==> config.mk <==
export PLATFORM = sky130hd
export DESIGN_NAME = key_remap_ctrl_flat
export DESIGN_NICKNAME = d
export VERILOG_FILES = /design/src/rtl/key_remap_ctrl_pkg.sv /design/src/rtl/key_remap_ctrl_if.sv /design/src/rtl/key_remap_ctrl_key_press_detect.sv /design/src/rtl/key_remap_ctrl.sv /design/src/flat_wrapper.sv
export SDC_FILE = /design/constraint.sdc
export NUM_CORES = 1
export LEC_CHECK = 0
export BUFFER_PORTS_ARGS = -buffer_cell sky130_fd_sc_hd__buf_4
export CAP_MARGIN = 5
export CORE_MARGIN = 5
export CORE_UTILIZATION = 35
export CTS_CLUSTER_DIAMETER = 30
export CTS_CLUSTER_SIZE = 12
export DETAILED_ROUTE_END_ITERATION = 10
export PLACE_DENSITY_LB_ADDON = 0.12
export REMOVE_ABC_BUFFERS = 1
export SETUP_SLACK_MARGIN = 0.2
export SLEW_MARGIN = 20
export SYNTH_ARGS = -nofsm -noshare
export SYNTH_HDL_FRONTEND = slang
export SYNTH_SLANG_ARGS = --single-unit
==> constraint.sdc <==
create_clock -name clk -period 5.6 [get_ports clk]
set_input_delay 0 -clock clk [delete_from_list [all_inputs] [get_ports clk]]
set_output_delay 0 -clock clk [all_outputs]
set_load 0.05 [all_outputs]
==> src/rtl/key_remap_ctrl_pkg.sv <==
// Shared constants and state encoding for the note-key remap controller.
// State values are visible on state_o and decoded by the display logic.
package key_remap_ctrl_pkg;

  localparam int NOTE_KEY_BITS     = 7;
  localparam int REMAP_TIMEOUT_CYC = 500_000_000;
  localparam int REMAP_TMR_BITS    = 29;

  typedef enum logic [2:0] {
    ST_PLAY  = 3'd0,
    ST_SRC   = 3'd1,
    ST_DST   = 3'd2,
    ST_WRITE = 3'd3,
    ST_ACK   = 3'd4
  } state_t;

endpackage

==> src/rtl/key_remap_ctrl_if.sv <==
// Port bundle toward the remap table RAM: write strobe, one-hot address, one-hot data.
// Single-cycle writes, no backpressure; the RAM accepts every strobe.
interface key_remap_ctrl_if #(
  parameter int NOTE_KEY_BITS = key_remap_ctrl_pkg::NOTE_KEY_BITS
);
  logic                     rw;
  logic [NOTE_KEY_BITS-1:0] addr;
  logic [NOTE_KEY_BITS-1:0] wdata;

  modport master (output rw, addr, wdata);
  modport slave  (input  rw, addr, wdata);
endinterface

==> src/rtl/key_remap_ctrl_key_press_detect.sv <==
// Registers key levels and flags a fresh press (from all-released), split into single and chord.
// Flags are 1 cycle after keys reach keys_q; no backpressure.
module key_press_detect #(
  parameter int NOTE_KEY_BITS = key_remap_ctrl_pkg::NOTE_KEY_BITS
) (
  input  logic                     clk,
  input  logic                     rst_n,
  input  logic [NOTE_KEY_BITS-1:0] keys,
  output logic                     press_valid,
  output logic                     press_multi,
  output logic                     keys_idle,
  output logic [NOTE_KEY_BITS-1:0] key_onehot
);

  logic [NOTE_KEY_BITS-1:0] keys_q;
  logic [NOTE_KEY_BITS-1:0] keys_prev;
  logic                     press;
  logic                     is_one;

  function automatic int unsigned popcount(input logic [NOTE_KEY_BITS-1:0] v);
    int unsigned n;
    n = 0;
    for (int i = 0; i < NOTE_KEY_BITS; i++) begin
      n += 32'(v[i]);
    end
    return n;
  endfunction

  always_ff @(posedge clk) begin
    if (!rst_n) begin
      keys_q    <= '0;
      keys_prev <= '0;
    end else begin
      keys_q    <= keys;
      keys_prev <= keys_q;
    end
  end

  // A press only counts when coming from all-released, so chords added later are ignored.
  assign press       = (keys_prev == '0) && (keys_q != '0);
  assign is_one      = (popcount(keys_q) == 1);
  assign press_valid = press && is_one;
  assign press_multi = press && !is_one;
  assign keys_idle   = (keys_q == '0);
  assign key_onehot  = is_one ? keys_q : '0;

endmodule

==> src/rtl/key_remap_ctrl.sv <==
// Drives the remap table RAM: live read address in play mode, src/dst press dialogue + one write in remap mode.
// Play read path keys->ram_addr is 2 cycles; write strobe is a single cycle; no backpressure.
module key_remap_ctrl #(
  parameter int NOTE_KEY_BITS = key_remap_ctrl_pkg::NOTE_KEY_BITS,
  parameter int TIMEOUT_CYC   = key_remap_ctrl_pkg::REMAP_TIMEOUT_CYC,
  parameter int TMR_BITS      = key_remap_ctrl_pkg::REMAP_TMR_BITS
) (
  input  logic                     clk,
  input  logic                     rst_n,
  input  logic                     remap_en,
  input  logic [NOTE_KEY_BITS-1:0] keys,
  key_remap_ctrl_if.master         ram,
  output logic                     busy,
  output logic                     done,
  output logic                     err,
  output logic [2:0]               state_o
);
  import key_remap_ctrl_pkg::*;

  typedef logic [NOTE_KEY_BITS-1:0] key_t;

  state_t              state, state_n;
  logic [TMR_BITS-1:0] cnt, cnt_n;
  key_t                src, src_n;
  key_t                dst, dst_n;
  key_t                addr, addr_n;
  logic                err_n;
  logic                tmo;

  logic press_valid, press_multi, keys_idle;
  key_t key_onehot;

  key_press_detect #(.NOTE_KEY_BITS(NOTE_KEY_BITS)) u_detect (
    .clk         (clk),
    .rst_n       (rst_n),
    .keys        (keys),
    .press_valid (press_valid),
    .press_multi (press_multi),
    .keys_idle   (keys_idle),
    .key_onehot  (key_onehot)
  );

  always_ff @(posedge clk) begin
    if (!rst_n) begin
      state <= ST_PLAY;
      cnt   <= '0;
      src   <= '0;
      dst   <= '0;
      addr  <= '0;
      err   <= 1'b0;
    end else begin
      state <= state_n;
      cnt   <= cnt_n;
      src   <= src_n;
      dst   <= dst_n;
      addr  <= addr_n;
      err   <= err_n;
    end
  end

  assign tmo = (cnt == TMR_BITS'(TIMEOUT_CYC - 1));

  always_comb begin
    state_n = state;
    cnt_n   = '0;
    src_n   = src;
    dst_n   = dst;
    addr_n  = addr;
    err_n   = 1'b0;
    case (state)
      ST_PLAY: begin
        addr_n = key_onehot;
        err_n  = press_multi;
        if (remap_en) begin
          state_n = ST_SRC;
          addr_n  = '0;
        end
      end
      ST_SRC: begin
        cnt_n = cnt + 1'b1;
        if (!remap_en) begin
          state_n = ST_PLAY;
        end else if (press_valid) begin
          src_n   = key_onehot;
          state_n = ST_DST;
        end else if (tmo) begin
          err_n = 1'b1;
          cnt_n = '0;
        end else begin
          err_n = press_multi;
        end
      end
      ST_DST: begin
        cnt_n = cnt + 1'b1;
        if (!remap_en) begin
          state_n = ST_PLAY;
        end else if (press_valid) begin
          dst_n   = key_onehot;
          addr_n  = src;
          state_n = ST_WRITE;
        end else if (tmo) begin
          err_n   = 1'b1;
          src_n   = '0;
          state_n = ST_SRC;
        end else begin
          err_n = press_multi;
        end
      end
      ST_WRITE: begin
        state_n = ST_ACK;
      end
      ST_ACK: begin
        err_n = press_multi;
        if (keys_idle) begin
          state_n = remap_en ? ST_SRC : ST_PLAY;
        end
      end
      default: begin
        state_n = ST_PLAY;
      end
    endcase
    // Every state entry restarts the timeout window.
    if (state_n != state) begin
      cnt_n = '0;
    end
    if (state_n == ST_PLAY && state != ST_PLAY) begin
      addr_n = key_onehot;
    end
  end

  assign ram.rw    = (state == ST_WRITE);
  assign ram.addr  = addr;
  assign ram.wdata = (state == ST_WRITE) ? dst : '0;
  assign done      = (state == ST_WRITE);
  assign busy      = (state != ST_PLAY);
  assign state_o   = state;

endmodule

==> src/flat_wrapper.sv <==
// flat-port wrapper written by rule: the top's interface ports become plain ports
module key_remap_ctrl_flat import key_remap_ctrl_pkg::*;
#(
  parameter int NOTE_KEY_BITS = key_remap_ctrl_pkg::NOTE_KEY_BITS,
  parameter int TIMEOUT_CYC   = key_remap_ctrl_pkg::REMAP_TIMEOUT_CYC,
  parameter int TMR_BITS      = key_remap_ctrl_pkg::REMAP_TMR_BITS
)
  (clk, rst_n, remap_en, keys, busy, done, err, state_o, ram_rw, ram_addr, ram_wdata);
  key_remap_ctrl_if #(.NOTE_KEY_BITS(NOTE_KEY_BITS)) ram_i ();
  input  logic clk;
  input  logic rst_n;
  input  logic remap_en;
  input  logic [NOTE_KEY_BITS-1:0] keys;
  output logic busy;
  output logic done;
  output logic err;
  output logic [2:0] state_o;
  output wire logic [$bits(ram_i.rw)-1:0] ram_rw;
  output wire logic [$bits(ram_i.addr)-1:0] ram_addr;
  output wire logic [$bits(ram_i.wdata)-1:0] ram_wdata;
  assign ram_rw = ram_i.rw;
  assign ram_addr = ram_i.addr;
  assign ram_wdata = ram_i.wdata;
  key_remap_ctrl #(.NOTE_KEY_BITS(NOTE_KEY_BITS), .TIMEOUT_CYC(TIMEOUT_CYC), .TMR_BITS(TMR_BITS)) u_core (.clk(clk), .rst_n(rst_n), .remap_en(remap_en), .keys(keys), .ram(ram_i), .busy(busy), .done(done), .err(err), .state_o(state_o));
endmodule
# Word level (Yosys, flattened, before mapping)
# Index checks and enable logic that the tools add are counted.
dict set report totals {
  ff_bits 68
  wordCells 79
}
dict set report classes {
  n_addsub 7
  eq_ne 14
  muxes 30
  bitwise_logic 1
  n_reduce_logical 19
}
# operator count
set ops {}
lappend ops {{$mux W29} 3}
lappend ops {{$mux W7} 11}
lappend ops {{$pmux W29 S2} 1}
lappend ops {{$add A29 B1 Y29 const B} 1}
lappend ops {{$eq A29 B29 Y1 const B} 1}
lappend ops {{$pmux W7 S2} 2}
lappend ops {{$mux W3} 7}
lappend ops {{$pmux W3 S5} 1}
lappend ops {{$logic_not A7 Y1} 2}
lappend ops {{$add A6 B1 Y7} 1}
lappend ops {{$eq A7 B1 Y1 const B} 1}
lappend ops {{$reduce_bool A7 Y1} 1}
lappend ops {{$add A5 B1 Y6} 1}
lappend ops {{$eq A3 B2 Y1 const B} 2}
lappend ops {{$logic_not A3 Y1} 2}
lappend ops {{$ne A2 B2 Y1 const B} 3}
lappend ops {{$reduce_and A3 Y1} 2}
lappend ops {{$reduce_and A6 Y1} 1}
lappend ops {{$reduce_bool A3 Y1} 2}
lappend ops {{$reduce_or A2 Y1} 3}
lappend ops {{$add A4 B1 Y5} 1}
lappend ops {{$add A3 B1 Y4} 1}
lappend ops {{$logic_and A1 B1 Y1} 4}
lappend ops {{$mux W1} 4}
lappend ops {{12 further kinds} 13}

# Logic depth before layout (Yosys ltp)
dict set report depth {
  word_depth 15
  mapped_depth 13
  ltp_nobuf 12
}

# Cells and area by module
# From an unflattened synthesis, not the netlist that was laid out.
dict set report hier_totals {
  hier_cells 390
  area_unflattened_um2 3379.5
}
# mod n_inst cells_each area_per_inst_um2 seq_area_each_um2
set by_module_without_submodules {}
lappend by_module_without_submodules {key_remap_ctrl 1 330 2782.7 1081.0}
lappend by_module_without_submodules {key_press_detect 1 60 596.8 280.3}

# Worst setup path before layout
# OpenSTA, ideal clock, no wires.
dict set report synth_timing {
  path_kind {register to register}
  start {register u_core.u_detect.keys_q[0]}
  end {register u_core.src[0]}
  t_arrival_ns 3.654
  required_ns 5.529
  path_slack_ns 1.875
  stages_incl_launch_ff 12
  synth_period_minus_slack_ns 3.725
  cell_sequence {dfxtp_1 inv_1 fa_1 fa_1 fa_1 inv_1 fa_1 or3_2 o2111a_1 a21bo_2 a21oi_1 o2bb2ai_1}
}
dict set report synth_via {
  elab_chain_len 11
  elab_cells_between_ends 17
  cone_classes {add/sub (6); eq/ne (3); mux (4); reduce/logical (4)}
}
# item line_no
set synth_lines {}
lappend synth_lines {{start, declared} key_remap_ctrl_key_press_detect.sv:15} ;# logic [NOTE_KEY_BITS-1:0] keys_q;
lappend synth_lines {{start signal, assigned} key_remap_ctrl_key_press_detect.sv:34} ;# keys_q <= keys;
lappend synth_lines {{$add A1 B1 Y2} key_remap_ctrl_key_press_detect.sv:24} ;# n += 32'(v[i]);
lappend synth_lines {{$add A2 B1 Y3} key_remap_ctrl_key_press_detect.sv:24}
lappend synth_lines {{$add A3 B1 Y4} key_remap_ctrl_key_press_detect.sv:24}
lappend synth_lines {{$add A4 B1 Y5} key_remap_ctrl_key_press_detect.sv:24}
lappend synth_lines {{$add A5 B1 Y6} key_remap_ctrl_key_press_detect.sv:24}
lappend synth_lines {{$add A6 B1 Y7} key_remap_ctrl_key_press_detect.sv:24}
lappend synth_lines {{$eq A7 B1 Y1} key_remap_ctrl_key_press_detect.sv:41} ;# assign is_one = (popcount(keys_q) == 1);
lappend synth_lines {{$mux W7} key_remap_ctrl_key_press_detect.sv:45} ;# assign key_onehot = is_one ? keys_q : '0;
lappend synth_lines {{$mux W7} key_remap_ctrl.sv:83} ;# end else if (press_valid) begin
lappend synth_lines {{$mux W7} key_remap_ctrl.sv:81} ;# if (!remap_en) begin
lappend synth_lines {{$pmux W7 S2} key_remap_ctrl.sv:70} ;# case (state)
lappend synth_lines {{end signal, assigned} key_remap_ctrl.sv:54} ;# src <= src_n;
lappend synth_lines {{end, declared} key_remap_ctrl.sv:24} ;# key_t src, src_n;
# Parallel ways exist; a longest one is shown, timed or not. The select of a mux whose other input is x is not followed.
# A chain may end at the register's enable or synchronous reset.

# Worst setup path after layout
dict set report layout_timing {
  start {register u_core.u_detect.keys_q[0]}
  end {register u_core.src[1]}
}
# The elaborated chain is that of the path after synthesis.

==> impl_metrics.ini <==
[die]
die_area_um2 = 10700
io_pins = 31
fp.dieW_um = 104
core_area_um2 = 8640
start_util_pct = 35.5
chipHeight_um = 104
rows = 34

[power]
leakagePower_nw = 1.38
powerDensity_nw_per_um2 = 277
ir_drop_uv = 140

[global_route]
grt_pass1_vias = 2406
antenna_found_initial = 0
grtUsageTotal_pct = 13.0
grt-ovfl-total = 0
grt_start_max_net_pins = 30
grt_pass1_wl_mm = 11.7

[clock_network]
cts_buffers = 9
clkTransAtPathRegs_ns = 0.08
cts_root_buf = clkbuf_8
clock_path_buffers = 2
clkLatencyLatePin_ns = 0.34
cts_tree = yes
cts.sinks = 68
cts_max_level = 3

[drt]
detail_route.iter0.violations = 87
vias = 2421
drc = 0
ant_nets = 0
viasPerCell = 4.79
drt-wirelength-per-cell_um = 13.3
finalWirelength_mm = 6.69
dr.pass1.iters = 4

[logic_synthesis]
syn_area_um2 = 3060
yosysTopAreaCell = dfxtp_1
ys_types = 48
avgSynthCellArea_um2 = 8.70
yosysWarnings = 0
ys_ff_latch = 68
synth.top_cell.area_share_pct = 44.4
async_flop_share_pct = 0
synth_edf_count = 0
ys_seq_area_share_pct = 44.4
netlist_instances = 352
synthFlopType = dfxtp_1
synthTopCellsByArea = dfxtp_1, nor2_1, xnor2_1

[timing]
timing.slew.headroom_pct = 56.6
post-route-period-util_pct = 72.7
setup_tns_ns = 0
hold_violations = 0
tightest_slew_ns = 0.647
fin_crit_ns = 4.07
clock_skew_ns = 0.00908
maxSlewViolCount = 0
setup_violations = 0
rsz0062_at_grt = no
fmax_mhz = 246

[min_path]
holdPathStages = 2
hold_start = rst_n
hold_path_class = input port to register
hold_end = u_core.state_o[0]$_SDFF_PN0_

[critical_path]
critPathRequiredTime_ns = 5.87
endpoint_kind = register
r2r-start = u_core.u_detect.keys_q[0]$_SDFF_PN0_
rr_worst_depth = 11
crit_arrival_ns = 4.34
cp_max_fo = 7
timing.rr.end = u_core.src[1]$_SDFFE_PN0P_
start_kind = register
r2r_setup_slack_ns = 1.53
path_class = register to register

[final_layout]
final_common_cell = dfxtp_1
n_fill_cell = 938
fin_util_pct = 42.2
final_nets = 408
num_antenna_cells = 0
drive_gt1_share_pct = 15.1
syn_to_final_growth_pct = 18.9
finalInstanceArea_um2 = 3640
final_cell_mix = dfxtp_1, nor2_1, inv_1, buf_4, nand2_1

[placement]
routabilityCongestion = 0.827
port_buffers = 30
hpwl_mm = 4.75
dpl_cell_area_um2 = 3360

[job]
maxCapViolations = 0

[outcome]
status = completed
==> logic make-up after synthesis <==
kind of cell | Yosys count | synth area share, %
compound gates | 46 | 11.8
fa+ha+maj | 6 | 3.43
simple gates | 161 | 26.0
xor+xnor | 28 | 8.01
buf+inv | 43 | 6.37
flops | 68 | 44.4
==> how the worst max path moves through the flow <==
stage | startpoint | slack, ns | depth (start not counted) | end
after floorplan | u_core.u_detect.keys_q[0]$_SDFF_PN0_ | 1.77 | 11 | u_core.cnt[10]$_SDFF_PP0_
after global placement | u_core.u_detect.keys_q[0]$_SDFF_PN0_ | 1.56 | 11 | u_core.src[5]$_SDFFE_PN0P_
after detailed placement | u_core.u_detect.keys_q[0]$_SDFF_PN0_ | 1.54 | 11 | u_core.src[1]$_SDFFE_PN0P_
after CTS | u_core.u_detect.keys_q[0]$_SDFF_PN0_ | 1.49 | 11 | u_core.src[1]$_SDFFE_PN0P_
after global routing | u_core.u_detect.keys_q[0]$_SDFF_PN0_ | 1.22 | 11 | u_core.ram.addr[0]$_SDFFE_PN0P_
final | u_core.u_detect.keys_q[0]$_SDFF_PN0_ | 1.53 | 11 | u_core.src[1]$_SDFFE_PN0P_
==> cell type report <==
type                    count  area, µm²  share of cell area, %
clock inverters             7       73.8                   2.03
clock buffers               9        124                   3.40
inverters                  32        120                   3.30
well taps                 108        135                   3.71
multi-input cells         241       1510                   41.4
flip-flops and latches     68       1360                   37.4
repair buffers             40        320                   8.80
==> through the flow <==
| step | total power, mW | setup WS, ns | hold slack [ns] | instances |
|---|---|---|---|---|
| after floorplan | 0.577 | 1.77 | 0.118 | 341 |
| after global placement | 0.611 | 1.56 | 0.212 | 481 |
| after detailed placement | 0.610 | 1.54 | 0.211 | 481 |
| after CTS | 1.03 | 1.49 | 0.00193 | 505 |
| after global routing | 1.06 | 1.22 | 0.0101 | 505 |
| final | 1.01 | 1.53 | 0.0166 | 505 |
==> synthesized netlist by cell type (4+ instances only) <==
cell and count:
and2_1 14, fa_1 4, nor3_1 9, a21oi_1 10, o2bb2ai_1 7, o221ai_1 7
inv_1 32, xor2_1 8, nor2_1 67, nand2_1 28, xnor2_1 20, nand4_1 6
and3_1 6, nand3_1 15, dfxtp_1 68, clkbuf_1 4
==> state kept, by name, summed over array words and instances, names as in the netlist <==
| name | cells |
|---|---|
| u_core.cnt | 29 |
| u_core.dst | 7 |
| u_core.ram.addr | 7 |
| u_core.src | 7 |
| u_core.u_detect.keys_prev | 7 |
| u_core.u_detect.keys_q | 7 |
| u_core.state_o | 3 |
| u_core.err | 1 |
==> critical path, stage by stage, from the launching register on <==
cell,delay [ns]
dfxtp_1,0.34
inv_1,0.08
fa_1,0.57
fa_1,0.43
fa_1,0.36
inv_1,0.07
fa_1,0.42
or3_2,0.54
o2111a_1,0.28
a21bo_2,0.22
a21oi_1,0.51
o2bb2ai_1,0.17
==> where the power goes <==
part | internal [mW] | total, mW | switching, mW
Sequential | 0.492 | 0.500 | 0.00799
Clock | 0.208 | 0.406 | 0.198
Combinational | 0.0378 | 0.103 | 0.0647
Total | 0.737 | 1.01 | 0.271
==> layer usage <==
| layer | up-vias | track usage [%] | part of all wire, % |
|---|---|---|---|
| met5 | - | 0 | 0 |
| met4 | 0 | 3.09 | 1.0 |
| met3 | 4 | 4.98 | 4.4 |
| met2 | 42 | 21.6 | 49 |
| met1 | 1115 | 15.9 | 46 |
| li1 | 1260 | - | - |
==> what timing repair did <==
| item | CTS | global route |
|---|---|---|
| endpoints found under the hold margin | 8 | 0 |
| setup buffers | 0 | 0 |
| resized for setup | 0 | 0 |
| hold buffers | 8 | 0 |
Note: power is estimated with default switching activity, not from simulation.
